### config.mk
export PLATFORM = sky130hd
export DESIGN_NAME = ifetch_responder
export DESIGN_NICKNAME = d
export VERILOG_FILES = /design/src/rtl/ifetch_responder_pkg.sv /design/src/rtl/ifetch_responder_fifo.sv /design/src/rtl/ifetch_responder.sv
export SDC_FILE = /design/constraint.sdc
export NUM_CORES = 1
export LEC_CHECK = 0
export BUFFER_PORTS_ARGS = -buffer_cell sky130_fd_sc_hd__buf_2
export CAP_MARGIN = 30
export CORE_MARGIN = 2
export CORE_UTILIZATION = 45
export CTS_BUF_LIST = sky130_fd_sc_hd__clkbuf_4 sky130_fd_sc_hd__clkbuf_8
export DETAILED_ROUTE_END_ITERATION = 7
export GPL_ROUTABILITY_DRIVEN = 0
export PLACE_DENSITY = 0.68
export SYNTH_ARGS = -nofsm -noshare
export SYNTH_HDL_FRONTEND = slang
export SYNTH_SLANG_ARGS = --single-unit
### constraint.sdc
create_clock -name clk -period 2.7 [get_ports clk]
set_input_delay 0.405 -clock clk [delete_from_list [all_inputs] [get_ports clk]]
set_output_delay 0.405 -clock clk [all_outputs]
set_load 0.1 [all_outputs]
### src/rtl/ifetch_responder_pkg.sv
// Shared CPU front-end definitions: PC mux select, fetch FSM encoding,
// the NOP used for faulted fetches and the instruction buffer entry layout.
package ifetch_responder_pkg;

    typedef enum logic [1:0] {
        PC_PLUS4,
        PC_BRANCH,
        PC_JUMP,
        PC_EXCEPTION
    } pc_mux_enum;

    typedef enum logic [2:0] {
        IDLE,
        REQ,
        WAIT,
        DREQ,
        DWAIT
    } fetch_state_e;

    localparam logic [31:0] NOP_INST = 32'h00000013;

    typedef struct packed {
        logic [31:0] inst;
        logic [31:0] pc;
        logic        fault;
    } fetch_entry_t;

endpackage

### src/rtl/ifetch_responder_fifo.sv
// Small instruction buffer (DEPTH x 65 bits) with a synchronous clear that
// beats any same-cycle push or pop.
module ifetch_fifo
    import ifetch_responder_pkg::*;
#(
    parameter int DEPTH = 2
) (
    input  logic                     clk,
    input  logic                     rst_n,
    input  logic                     clear,
    input  logic                     push,
    input  fetch_entry_t             push_data,
    input  logic                     pop,
    output fetch_entry_t             head,
    output logic [$clog2(DEPTH):0]   count
);

    localparam int PW = $clog2(DEPTH);
    localparam int CW = PW + 1;

    fetch_entry_t   mem [DEPTH];
    logic [PW-1:0]  rd_ptr;
    logic [PW-1:0]  wr_ptr;
    logic           do_push;
    logic           do_pop;

    assign do_pop  = pop && (count != '0);
    assign do_push = push && ((count < CW'(DEPTH)) || do_pop);
    assign head    = mem[rd_ptr];

    // Pointers wrap naturally because DEPTH is a power of two.
    always_ff @(posedge clk or negedge rst_n) begin
        if (!rst_n) begin
            rd_ptr <= '0;
            wr_ptr <= '0;
            count  <= '0;
            for (int i = 0; i < DEPTH; i++) begin
                mem[i] <= '0;
            end
        end else if (clear) begin
            rd_ptr <= '0;
            wr_ptr <= '0;
            count  <= '0;
        end else begin
            if (do_push) begin
                mem[wr_ptr] <= push_data;
                wr_ptr      <= wr_ptr + 1'b1;
            end
            if (do_pop) begin
                rd_ptr <= rd_ptr + 1'b1;
            end
            if (do_push && !do_pop) begin
                count <= count + 1'b1;
            end else if (!do_push && do_pop) begin
                count <= count - 1'b1;
            end
        end
    end

endmodule

### src/rtl/ifetch_responder.sv
// Instruction fetch responder: turns PC fetch requests into single outstanding
// memory transactions and buffers the results for decode.
module ifetch_responder
    import ifetch_responder_pkg::*;
#(
    parameter int DEPTH = 2
) (
    input  logic        clk,
    input  logic        rst_n,
    input  logic        fetch_valid,
    input  logic [31:0] fetch_addr,
    output logic        fetch_ready,
    input  logic        flush,
    output logic        mem_req,
    output logic [31:0] mem_addr,
    input  logic        mem_gnt,
    input  logic        mem_rvalid,
    input  logic [31:0] mem_rdata,
    output logic        inst_valid,
    output logic [31:0] inst,
    output logic [31:0] inst_pc,
    output logic        inst_fault,
    input  logic        inst_ready
);

    localparam int CW = $clog2(DEPTH) + 1;

    fetch_state_e   state;
    fetch_state_e   state_next;
    logic [CW-1:0]  count;
    logic           accept;
    logic           aligned;
    logic           push;
    logic           pop;
    fetch_entry_t   push_entry;
    fetch_entry_t   head;

    assign aligned = (fetch_addr[1:0] == 2'b00);

    // A flush turns the live request into its discard twin; if the request
    // completes in the flush cycle it simply retires without pushing.
    always_comb begin
        state_next  = state;
        fetch_ready = (state == IDLE) && !flush && (count < CW'(DEPTH));
        accept      = fetch_valid && fetch_ready;
        push        = 1'b0;
        push_entry  = '{inst: NOP_INST, pc: fetch_addr, fault: 1'b1};
        case (state)
            IDLE: begin
                if (accept) begin
                    if (aligned) begin
                        state_next = REQ;
                    end else begin
                        push = 1'b1;
                    end
                end
            end
            REQ, DREQ: begin
                if (mem_gnt) begin
                    state_next = (flush || state == DREQ) ? DWAIT : WAIT;
                end else if (flush) begin
                    state_next = DREQ;
                end
            end
            WAIT, DWAIT: begin
                if (mem_rvalid) begin
                    state_next = IDLE;
                    if (state == WAIT && !flush) begin
                        push       = 1'b1;
                        push_entry = '{inst: mem_rdata, pc: mem_addr, fault: 1'b0};
                    end
                end else if (flush) begin
                    state_next = DWAIT;
                end
            end
            default: state_next = IDLE;
        endcase
    end

    always_ff @(posedge clk or negedge rst_n) begin
        if (!rst_n) begin
            state    <= IDLE;
            mem_addr <= '0;
        end else begin
            state <= state_next;
            if (accept && aligned) begin
                mem_addr <= fetch_addr;
            end
        end
    end

    assign mem_req    = (state == REQ) || (state == DREQ);
    assign inst_valid = (count != '0);
    assign pop        = inst_valid && inst_ready;
    assign inst       = head.inst;
    assign inst_pc    = head.pc;
    assign inst_fault = head.fault;

    ifetch_fifo #(
        .DEPTH(DEPTH)
    ) u_fifo (
        .clk       (clk),
        .rst_n     (rst_n),
        .clear     (flush),
        .push      (push),
        .push_data (push_entry),
        .pop       (pop),
        .head      (head),
        .count     (count)
    );

endmodule
# Yosys cells after proc, flatten, opt, wreduce, memory -nomap -nowiden
# Index checks and enable logic that the tools add are counted.
dict set report word_totals {
  inputBits 71
  out_inout_bits 100
  ff_bits 169
}
dict set report classes {
  magnitude_cmp 4
  reduce_logical 27
  addsub 4
  bitwise 3
  n_mux 29
  eq_ne 8
}
# op count
set ops {}
lappend ops {{two-way mux 65 bit} 7}
lappend ops {{bitwise mux 130 bit} 1}
lappend ops {{demux 65 bit (select 1 bit)} 1}
lappend ops {{two-way mux 3 bit} 7}
lappend ops {{logical AND 1 bit} 11}
lappend ops {{case mux 3 bit (3 select lines)} 1}
lappend ops {{two-way mux 1 bit} 8}
lappend ops {{== test 3 x 2 -> 1 bit (second input constant)} 2}
lappend ops {{two-way mux 2 bit} 3}
lappend ops {{inequality test 3 bit (second input constant)} 2}
lappend ops {{nonzero test 2 bit} 3}
lappend ops {{greater-or-equal comparator 2 bit (second input constant)} 2}
lappend ops {{inequality test 2 bit (second input constant)} 2}
lappend ops {{NOT 1 -> 2 bit} 2}
lappend ops {{AND reduction 4 bit} 1}
lappend ops {{OR reduction 2 bit} 2}
lappend ops {{== test 3 x 1 -> 1 bit (second input constant)} 1}
lappend ops {{== test 3 bit (second input constant)} 1}
lappend ops {{logical NOT 1 bit} 3}
lappend ops {{logical NOT 3 bit} 1}
lappend ops {{logical OR 1 bit} 3}
lappend ops {{nonzero test 3 bit} 1}
lappend ops {{adder 1 bit (second input constant)} 2}
lappend ops {{adder 2 x 1 -> 2 bit (second input constant)} 1}
lappend ops {{other kinds (7)} 7}

# Longest topological paths before layout
# Gate-level depths: netlist of the first run.
dict set report logic_depth {
  word_depth 12
  depth_mapped 7
  depth_no_buf 4
}

# Cells and area by module
# From an unflattened synthesis of the first run, not the netlist that was laid out.
dict set report hier_totals {
  hier_cells 542
  area_unflattened_um2 8045.2
}
# mod seq_area_each_um2 area_each_um2 instances cells_per_inst
set modules_own_cells {}
lappend modules_own_cells {ifetch_fifo 3353.2 5992.0 1 370}
lappend modules_own_cells {ifetch_responder 875.8 2053.2 1 172}

# Least setup slack after synthesis of the first run
# No wires, ideal clock.
dict set report synth_path {
  path_type {flip-flop to flip-flop}
  startpoint {register state[0]}
  endpoint {register mem_addr[10]}
  synth_period_minus_slack_ns 4.876
  t_required_ns 2.574
  setup_ns 0.126
  t_arrival_ns 4.750
  path_stages_with_launch 7
  slack_ns -2.176
  path_buffers 2
  cell_sequence {dfrtp_1 > clkbuf_1 > or2_2 > nor4_1 > and2_1 > buf_2 > mux2_2}
}
dict set report synth_between {
  elab_chain_cells 5
}
# element line
set synth_rtl {}
lappend synth_rtl {{start, declared} ifetch_responder.sv:28} ;# fetch_state_e state;
lappend synth_rtl {{start signal, assigned} ifetch_responder.sv:85} ;# state <= state_next;
lappend synth_rtl {{logical NOT 3 bit} ifetch_responder.sv:44} ;# fetch_ready = (state == IDLE) && !flush && (count < CW'(DEPTH));
lappend synth_rtl {{logical AND 1 bit (2 in a row)} ifetch_responder.sv:44}
lappend synth_rtl {{via fetch_ready} ifetch_responder.sv:12} ;# output logic fetch_ready,
lappend synth_rtl {{logical AND 1 bit} ifetch_responder.sv:45} ;# accept = fetch_valid && fetch_ready;
lappend synth_rtl {{logical AND 1 bit} ifetch_responder.sv:86} ;# if (accept && aligned) begin
lappend synth_rtl {{end signal, assigned} ifetch_responder.sv:87} ;# mem_addr <= fetch_addr;
lappend synth_rtl {{end, declared} ifetch_responder.sv:15} ;# output logic [31:0] mem_addr,
# The timed path passes the listed nets, and every way through them passes these cells.
# A chain may end at the register's enable or synchronous reset.

# Worst setup path after layout of the first run
dict set report layout_path {
  startpoint {register u_fifo.rd_ptr}
  endpoint {output port inst[20]}
}
dict set report layout_between {
  elab_chain_cells 4
}
# element line
set layout_rtl {}
lappend layout_rtl {{start, declared} ifetch_responder_fifo.sv:22} ;# logic [PW-1:0] rd_ptr;
lappend layout_rtl {{start signal, assigned} ifetch_responder_fifo.sv:50} ;# rd_ptr <= rd_ptr + 1'b1;
lappend layout_rtl {{NOT 1 -> 2 bit (not written as such)} ifetch_responder_fifo.sv:29} ;# assign head = mem[rd_ptr];
lappend layout_rtl {{two-way mux 65 bit (not written as such) (3 in a row)} ifetch_responder_fifo.sv:29}
lappend layout_rtl {{end, declared} ifetch_responder.sv:20} ;# output logic [31:0] inst,
# Every way passes these cells. The select of a mux whose other input is x is not followed.

==> flow_summary.yaml, run 1 <==
routing:
  wire_per_inst_microns: 17.7
  wl_mm: 16.8
  first_iter_violations: 180
  dr.pass1.iters: 4
  ant_nets: 0
  routed_via_density: 5.17
  drc: 0
  vias: 4909
clock_tree:
  cts_tree: "built"
  cts.sinks: 169
  clkLatencyLatePin_ns: 0.46
  cts-root-buf: "clkbuf_8"
  htreeDepth: 4
  cts_buffers: 17
  ctsResizeCount: 0
  clock_path_buffers: 2
  path_clk_slew_ns: 0.10
worst_hold_path:
  min_path_type: "primary input to register"
global_route:
  grt_max_degree: 74
  grt_pass1_wl_mm: 27.3
  grt.total_usage: 0.188
  grt.overflow.total: 0
  grt_pass1_vias: 5403
  antenna_found_initial: 1
synth:
  synth-edff-count: 0
  synthMuxAreaShare: 0.383
  synthCells: 540
  async_flop_share: 1.00
  yosysSeqAreaShare: 0.531
  syn_area_per_cell_sq_um: 14.8
  synthSimpleGateAreaFrac: 0.0457
  ys_types: 33
  synth.area.top_cells: "dfrtp_1 53%, mux2_2 31%, mux2_4 7.3%, and2_1 2.6%, buf_6 0.85%"
  ys_warn_count: 0
  synth-seq-cells: 169
  synth_area_sq_um: 7970
  ys.flop_type: "dfrtp_1"
  synth_top_family_by_area: "multiplexers"
  yosys.area.top_type: "dfrtp_1"
  synthAdderAreaFrac: 0
  synth_xor_area_frac: 0.00220
  synth_nets: 611
  synth_compound_area_frac: 0.0122
  synth_top_area_frac: 0.531
job:
  drv_cap: 0
setup_path:
  critPathMaxStageDelay_ns: 0.70
  cp.required_ns: 2.30
  cp-end-kind: "primary output"
  cp_slowest_cell: "dfrtp_4"
  crit_chain: "buf_4, mux2_2, buf_2"
  cp-start-kind: "register"
  path_max_fanout: 26
  crit_type: "register to primary output"
  critical_path_arrival_ns: 2.12
floorplanning:
  core_sq_um: 17300
  die_h_microns: 137
  die_area_sq_um: 18800
  rows: 48
  die_w_microns: 137
  ios: 171
  start_util: 0.461
layout:
  drive_gt1_frac: 0.668
  nFillCells: 1452
  syn_to_final_growth_pct: 19.5
  nets: 783
  antenna_cells: 0
place:
  dp_hpwl_mm: 11.4
  pre_cts_ws_ns: 0.235
  port_buffers: 170
timing:
  max_freq_ghz: 0.396
  period_share: 0.936
  clock_skew_ns: 0.0189
  final.setup.worst_slack_ns: 0.173
  finalSetupViolCount: 0
  relSlewSlack: 0.514
  final_max_slew_viol_count: 0
  rsz0062_at_grt: "false"
  hold_violations: 0
  fin_crit_ns: 2.53
  worst_slew_pin_slew_ns: 0.730
status:
  status: "complete, no violations"
sequential cells by signal, summed over array words and instances, names as in the netlist:
| register | flops |
|---|---|
| u_fifo.rd_ptr | 1 |
| u_fifo.count | 2 |
| state | 3 |
| u_fifo.wr_ptr | 1 |
| u_fifo.mem | 130 |
| mem_addr | 32 |
cells in the mapped netlist, types with 2 or more instances:
cell,count
nor2_1,6
nand2_1,2
clkbuf_1,15
dfrtp_1,169
a21oi_1,4
buf_6,6
buf_4,5
a211oi_1,2
or3_1,4
inv_1,2
and2_1,33
buf_2,8
nor2b_1,2
nor3_1,2
mux2_4,39
o21ai_0,5
mux2_2,219
or2_2,2
metrics by stage:
step	utilization	hold slack, ns	instance area, sq um	setup TNS [ns]	instances
after floorplan	-	0.109	8020	-3.25	540
after global placement	0.529	0.475	9150	0	917
after detailed placement	0.529	0.490	9150	0	917
after CTS	0.551	0.148	9520	0	950
after global routing	0.551	0.141	9520	0	950
final	0.551	0.184	9520	0	950
logic make-up (layout without fill, tap and decap cells):
kind of cell,count (synthesis),count (layout)
mux,258,258
simple gates,59,59
xor+xnor,2,2
compound gates,16,16
buf+inv,36,221
flops,169,169
final cells by class:
type                            instances  area, sq um  area share
Inverter                                2         7.51    0.000788
Sequential cell                       169         4230       0.444
Multi-Input combinational cell        335         3560       0.374
Timing Repair Buffer                  187         1070       0.113
Clock inverter                         12         93.8     0.00985
Tap cell                              225          282      0.0296
Clock buffer                           20          269      0.0282
routing by layer:
| metal | wire [microns] | GRT usage | share of wire |
|---|---|---|---|
| met3 | 891 | 0.0556 | 0.053 |
| met5 | 13 | 0 | 0.00077 |
| met1 | 7190 | 0.230 | 0.43 |
| met2 | 8520 | 0.321 | 0.51 |
| met4 | 180 | 0.0533 | 0.011 |
final timing paths:
check,startpoint,endpoint,slack (ns),cells after the start
setup / recovery,u_fifo.rd_ptr,inst[20],0.17,3
hold / removal,fetch_addr[27],mem_addr[27],0.18,2
setup reg to reg,u_fifo.count[1],u_fifo.mem[58],0.21,5
hold reg to reg,u_fifo.mem[27],u_fifo.mem[27],0.51,1
max in group asynchronous,rst_n,u_fifo.mem[55],1.37,3
min in group asynchronous,rst_n,mem_addr[13],0.54,2
what timing repair did:
action	in CTS	in global routing
hold endpoints to repair	43	0
hold buffers	1	0
buffers inserted	0	0
critical path: cells and delay by family, from the launching register on:
kind,cells,cell delay (ns)
buffers and inverters,2,0.60
DFF,1,0.70
muxes,1,0.37
cell usage in the layout (no fill, tap or decap), types with 2 or more instances in the layout:
cell / Yosys / final
clkinv_2: 0 / 2
nand2_1: 2 / 2
a21oi_1: 4 / 4
clkinvlp_4: 0 / 3
or3_1: 4 / 4
buf_12: 0 / 7
nor2b_1: 2 / 2
inv_1: 2 / 2
buf_2: 8 / 169
clkinv_4: 0 / 5
and2_1: 33 / 32
mux2_4: 39 / 39
o21ai_0: 5 / 5
nor2_1: 6 / 5
dfrtp_1: 169 / 168
a211oi_1: 2 / 2
clkbuf_8: 0 / 19
inv_6: 0 / 2
buf_4: 5 / 9
mux2_2: 219 / 219
nor3_1: 2 / 2
Power of run 1 is left out: the tool's default activity adds up to more than one toggle a clock period on the data nets, which glitch-free logic cannot reach.
==> inputs of run 2 (changes only) <==
--- a/config.mk
+++ b/config.mk
@@ -13,6 +13,8 @@
 export DETAILED_ROUTE_END_ITERATION = 7
 export GPL_ROUTABILITY_DRIVEN = 0
 export PLACE_DENSITY = 0.68
+export RECOVER_POWER = 25
+export SKIP_CTS_REPAIR_TIMING = 1
 export SYNTH_ARGS = -nofsm -noshare
 export SYNTH_HDL_FRONTEND = slang
 export SYNTH_SLANG_ARGS = --single-unit
==> constraint.sdc (replaced) <==
create_clock -name clk -period 2.9 [get_ports clk]
set_input_delay 0.435 -clock clk [delete_from_list [all_inputs] [get_ports clk]]
set_output_delay 0.435 -clock clk [all_outputs]
set_load 0.1 [all_outputs]
==> flow_summary.yaml, run 2 (synthesis results as in run 1) <==
timing:
  fin_crit_ns: 2.63
  worst_slew_pin_slew_ns: 1.64
  clock_skew_ns: 0.00818
  relSlewSlack: -0.0947
  final_max_slew_viol_count: 68
  tns_ns: 0
  rsz0062_at_grt: "false"
  whs_ns: 0.229
  hold_violations: 0
  period_share: 0.908
  finalSetupViolCount: 0
  max_freq_ghz: 0.380
setup_path:
  path_max_fanout: 37
  cpLargestDelayFamily: "simple AND/OR/NAND/NOR gates"
  cp.required_ns: 3.23
  critPathBufInv: 1
  crit_type: "register to register"
  cp-start-kind: "register"
  crit_chain: "or4b_1, o31a_1, or3_4, buf_4, mux2_4"
  cp_slowest_cell: "or4b_1"
  cp-end-kind: "register"
  critical_path_arrival_ns: 2.96
  critPathMaxStageDelay_ns: 0.56
layout:
  largestRegisters: "u_fifo.mem x130, mem_addr x32, state x3"
  syn_to_final_growth_pct: 19.2
  fin_cells: 949
  most-common-layout-cells: "219 x mux2_2, 169 x buf_2, 168 x dfrtp_1"
  drive_gt1_frac: 0.665
  final_common_cell: "mux2_2"
  largest_reg_flops: 130
  nets: 781
  regMostFlops: "u_fifo.mem"
  fin_util: 0.549
clock_tree:
  cts.sinks: 169
  htreeDepth: 4
  clock_path_buffers: 2
  path_clk_slew_ns: 0.09
  cts_buffers: 17
  cts_tree: "built"
  cts-root-buf: "clkbuf_8"
  clkLatencyLatePin_ns: 0.44
global_route:
  antenna_found_initial: 2
  grt.overflow.total: 0
  grt.total_usage: 0.183
  grt_pass1_wl_mm: 26.6
  grt_max_degree: 68
  grt_pass1_vias: 5217
place:
  dpl.cell_count: 916
  dp_hpwl_mm: 11.3
  port_buffers: 170
routing:
  wire_per_inst_microns: 17.6
  ant_nets: 0
  first_iter_violations: 165
  vias: 4893
  dr.pass1.iters: 4
  drc: 0
  wl_mm: 16.7
  routed_via_density: 5.16
floorplanning:
  die_area_sq_um: 18800
  start_util: 0.461
  rows: 48
  ios: 171
  core_sq_um: 17300
  die_h_microns: 137
  die_w_microns: 137
status:
  status: "finished, violations left"
  violations: "capacitance limit, slew limit"
job:
  drv_cap: 1
worst_hold_path:
  min_path_type: "primary input to register"
==> run 2: changes by cell type in the layout (fill, tap and decap cells not counted), sizes merged <==
cell         before  now
dlygate4sd3       1    0
clkinv            7    5
clkbuf           20   23
bufinv            0    4
buf             186  182
clkinvlp          3    2
inv               4    3
diode             0    1
==> run 2: metrics by stage <==
stage	setup slack [ns]	cell area [sq um]
after floorplan	0.0671	7980
after global placement	0.333	9080
after detailed placement	0.275	9080
after CTS	0.263	9520
after global routing	0.134	9500
final	0.267	9500
==> run 2: path summary, 6_finish.rpt <==
| path | from | endpoint | slack (ns) | cells past startpoint |
|---|---|---|---|---|
| min in group asynchronous | rst_n | mem_addr[14] | 0.40 | 1 |
| min reg2reg | u_fifo.mem[51] | u_fifo.mem[51] | 0.51 | 1 |
| max | state[2] | u_fifo.mem[118] | 0.27 | 5 |
| min | fetch_addr[9] | mem_addr[9] | 0.23 | 2 |
| max reg2reg | state[2] | u_fifo.mem[118] | 0.27 | 5 |
| max in group asynchronous | rst_n | mem_addr[22] | 0.67 | 2 |
==> run 2: layout make-up <==
| type | instances | area [sq um] |
|---|---|---|
| well taps | 225 | 282 |
| clock buffers | 20 | 263 |
| repair buffers | 185 | 982 |
| multi-input cells | 335 | 3560 |
| diodes | 1 | 2.50 |
| flip-flops and latches | 169 | 4230 |
| fillers | 1462 | 7800 |
| clock inverters | 12 | 173 |
| inverters | 2 | 7.51 |
==> run 2: worst register-to-register path, cell delays in order (launching register included) <==
cell and delay [ns]:
dfrtp_1 0.50, or4b_1 0.56, o31a_1 0.33, or3_4 0.39, buf_4 0.33, mux2_4 0.41
==> run 2: per-layer routing <==
metal  vias up  share of wire  routed length (microns)  GRT usage
li1       2265              -                        -          -
met1      2477           0.44                     7340      0.239
met2       128           0.49                     8190      0.296
met3        21          0.058                      971     0.0489
met4         2          0.014                      230     0.0630
met5         -        0.00066                       11          0
Power of run 2 is left out for the same reason.
==> inputs of run 3 (changes only) <==
==> constraint.sdc (replaced) <==
create_clock -name clk -period 2.9 [get_ports clk]
set_input_delay 0.145 -clock clk [delete_from_list [all_inputs] [get_ports clk]]
set_output_delay 0.145 -clock clk [all_outputs]
set_load 0.1 [all_outputs]
==> flow_summary.yaml, run 3 (synthesis results as in run 1) <==
clock_tree:
  clkLatencyLatePin_ns: 0.45
  clock_path_buffers: 2
  cts_tree: "built"
  htreeDepth: 4
  cts_buffers: 17
  path_clk_slew_ns: 0.09
  cts.sinks: 169
  cts-root-buf: "clkbuf_8"
layout:
  most-common-layout-cells: "219 x mux2_2, 169 x buf_2, 168 x dfrtp_1"
  antenna_cells: 0
  regMostFlops: "u_fifo.mem"
  largest_reg_flops: 130
  syn_to_final_growth_pct: 24.1
  final_common_cell: "mux2_2"
  nFillCells: 1446
  nets: 809
  drive_gt1_frac: 0.638
  largestRegisters: "u_fifo.mem x130, mem_addr x32, state x3"
setup_path:
  cp-start-kind: "register"
  path_max_fanout: 35
  cp-end-kind: "register"
  crit_type: "register to register"
  cp.required_ns: 3.24
  critical_path_arrival_ns: 2.96
  critPathLaunch: "state[2]"
  rr_startpoint: "state[2]"
place:
  port_buffers: 170
  dp_hpwl_mm: 11.0
timing:
  max_freq_ghz: 0.380
  tns_ns: 0
  worst_slew_pin_slew_ns: 1.53
  finalSetupViolCount: 0
  clock_skew_ns: 0.00904
  period_share: 0.906
  relSlewSlack: -0.0189
  fin_crit_ns: 2.63
  rsz0062_at_grt: "false"
  hold_violations: 0
  final_max_slew_viol_count: 60
global_route:
  grt_pass1_wl_mm: 26.8
  grt.total_usage: 0.186
  antenna_found_initial: 0
  grt_max_degree: 72
  grt.overflow.total: 0
  grt_pass1_vias: 5176
floorplanning:
  die_area_sq_um: 18800
  die_w_microns: 137
  start_util: 0.461
  rows: 48
  ios: 171
  core_sq_um: 17300
  die_h_microns: 137
status:
  violations: "capacitance limit, slew limit"
  status: "finished, violations left"
routing:
  routed_via_density: 5.11
  drc: 0
  dr.pass1.iters: 4
  first_iter_violations: 219
  wire_per_inst_microns: 17.4
  vias: 4992
  ant_nets: 0
  wl_mm: 17.0
job:
  drv_cap: 1
worst_hold_path:
  min_path_type: "primary input to register"
  min-delay-start: "mem_rdata[1]"
## run 3: final cells by class
type                       instances  area [sq um]  share of cell area
sequential                       169          4230               0.428
clock inverter                    13           238              0.0240
inverter                           2          7.51            0.000759
multi-input combinational        335          3560               0.360
tap                              225           282              0.0285
timing repair buffer             213          1310               0.133
clock buffer                      19           262              0.0264
## run 3: layer usage
layer | vias to the layer above | track usage | share of wire
li1 | 2323 | - | -
met2 | 112 | 0.308 | 0.50
met5 | - | 0 | 0
met4 | 0 | 0.0590 | 0.011
met3 | 15 | 0.0489 | 0.052
met1 | 2542 | 0.238 | 0.44
## run 3: path summary, 6_finish.rpt
| path | to | slack [ns] | cells past startpoint |
|---|---|---|---|
| max reg2reg | u_fifo.mem[121] | 0.27 | 5 |
| max in group asynchronous | u_fifo.mem[64] | 1.01 | 3 |
| min | u_fifo.mem[99] | 0.03 | 3 |
| min in group asynchronous | u_fifo.mem[15] | 0.59 | 2 |
| min reg2reg | u_fifo.mem[29] | 0.51 | 1 |
| max | u_fifo.mem[121] | 0.27 | 5 |
## run 3: metrics by stage
stage | std cells | util | cell area [sq um] | worst slack (ns) | hold WS [ns]
2_1_floorplan | 540 | - | 7980 | 0.0671 | -0.151
5_1_grt | 976 | 0.572 | 9890 | 0.146 | 0.0192
6_report | 976 | 0.572 | 9890 | 0.271 | 0.0319
4_1_cts | 945 | 0.554 | 9590 | 0.287 | -0.351
3_5_place_dp | 913 | 0.525 | 9090 | 0.306 | 0.165
3_3_place_gp | 913 | 0.525 | 9090 | 0.360 | 0.151
## run 3: critical path, cell delays in order (launching register included)
cell     delay, ns
dfrtp_1       0.51
or4b_1        0.56
o31a_1        0.34
or3_4         0.39
buf_4         0.32
mux2_4        0.37
Power of run 3 is left out for the same reason.
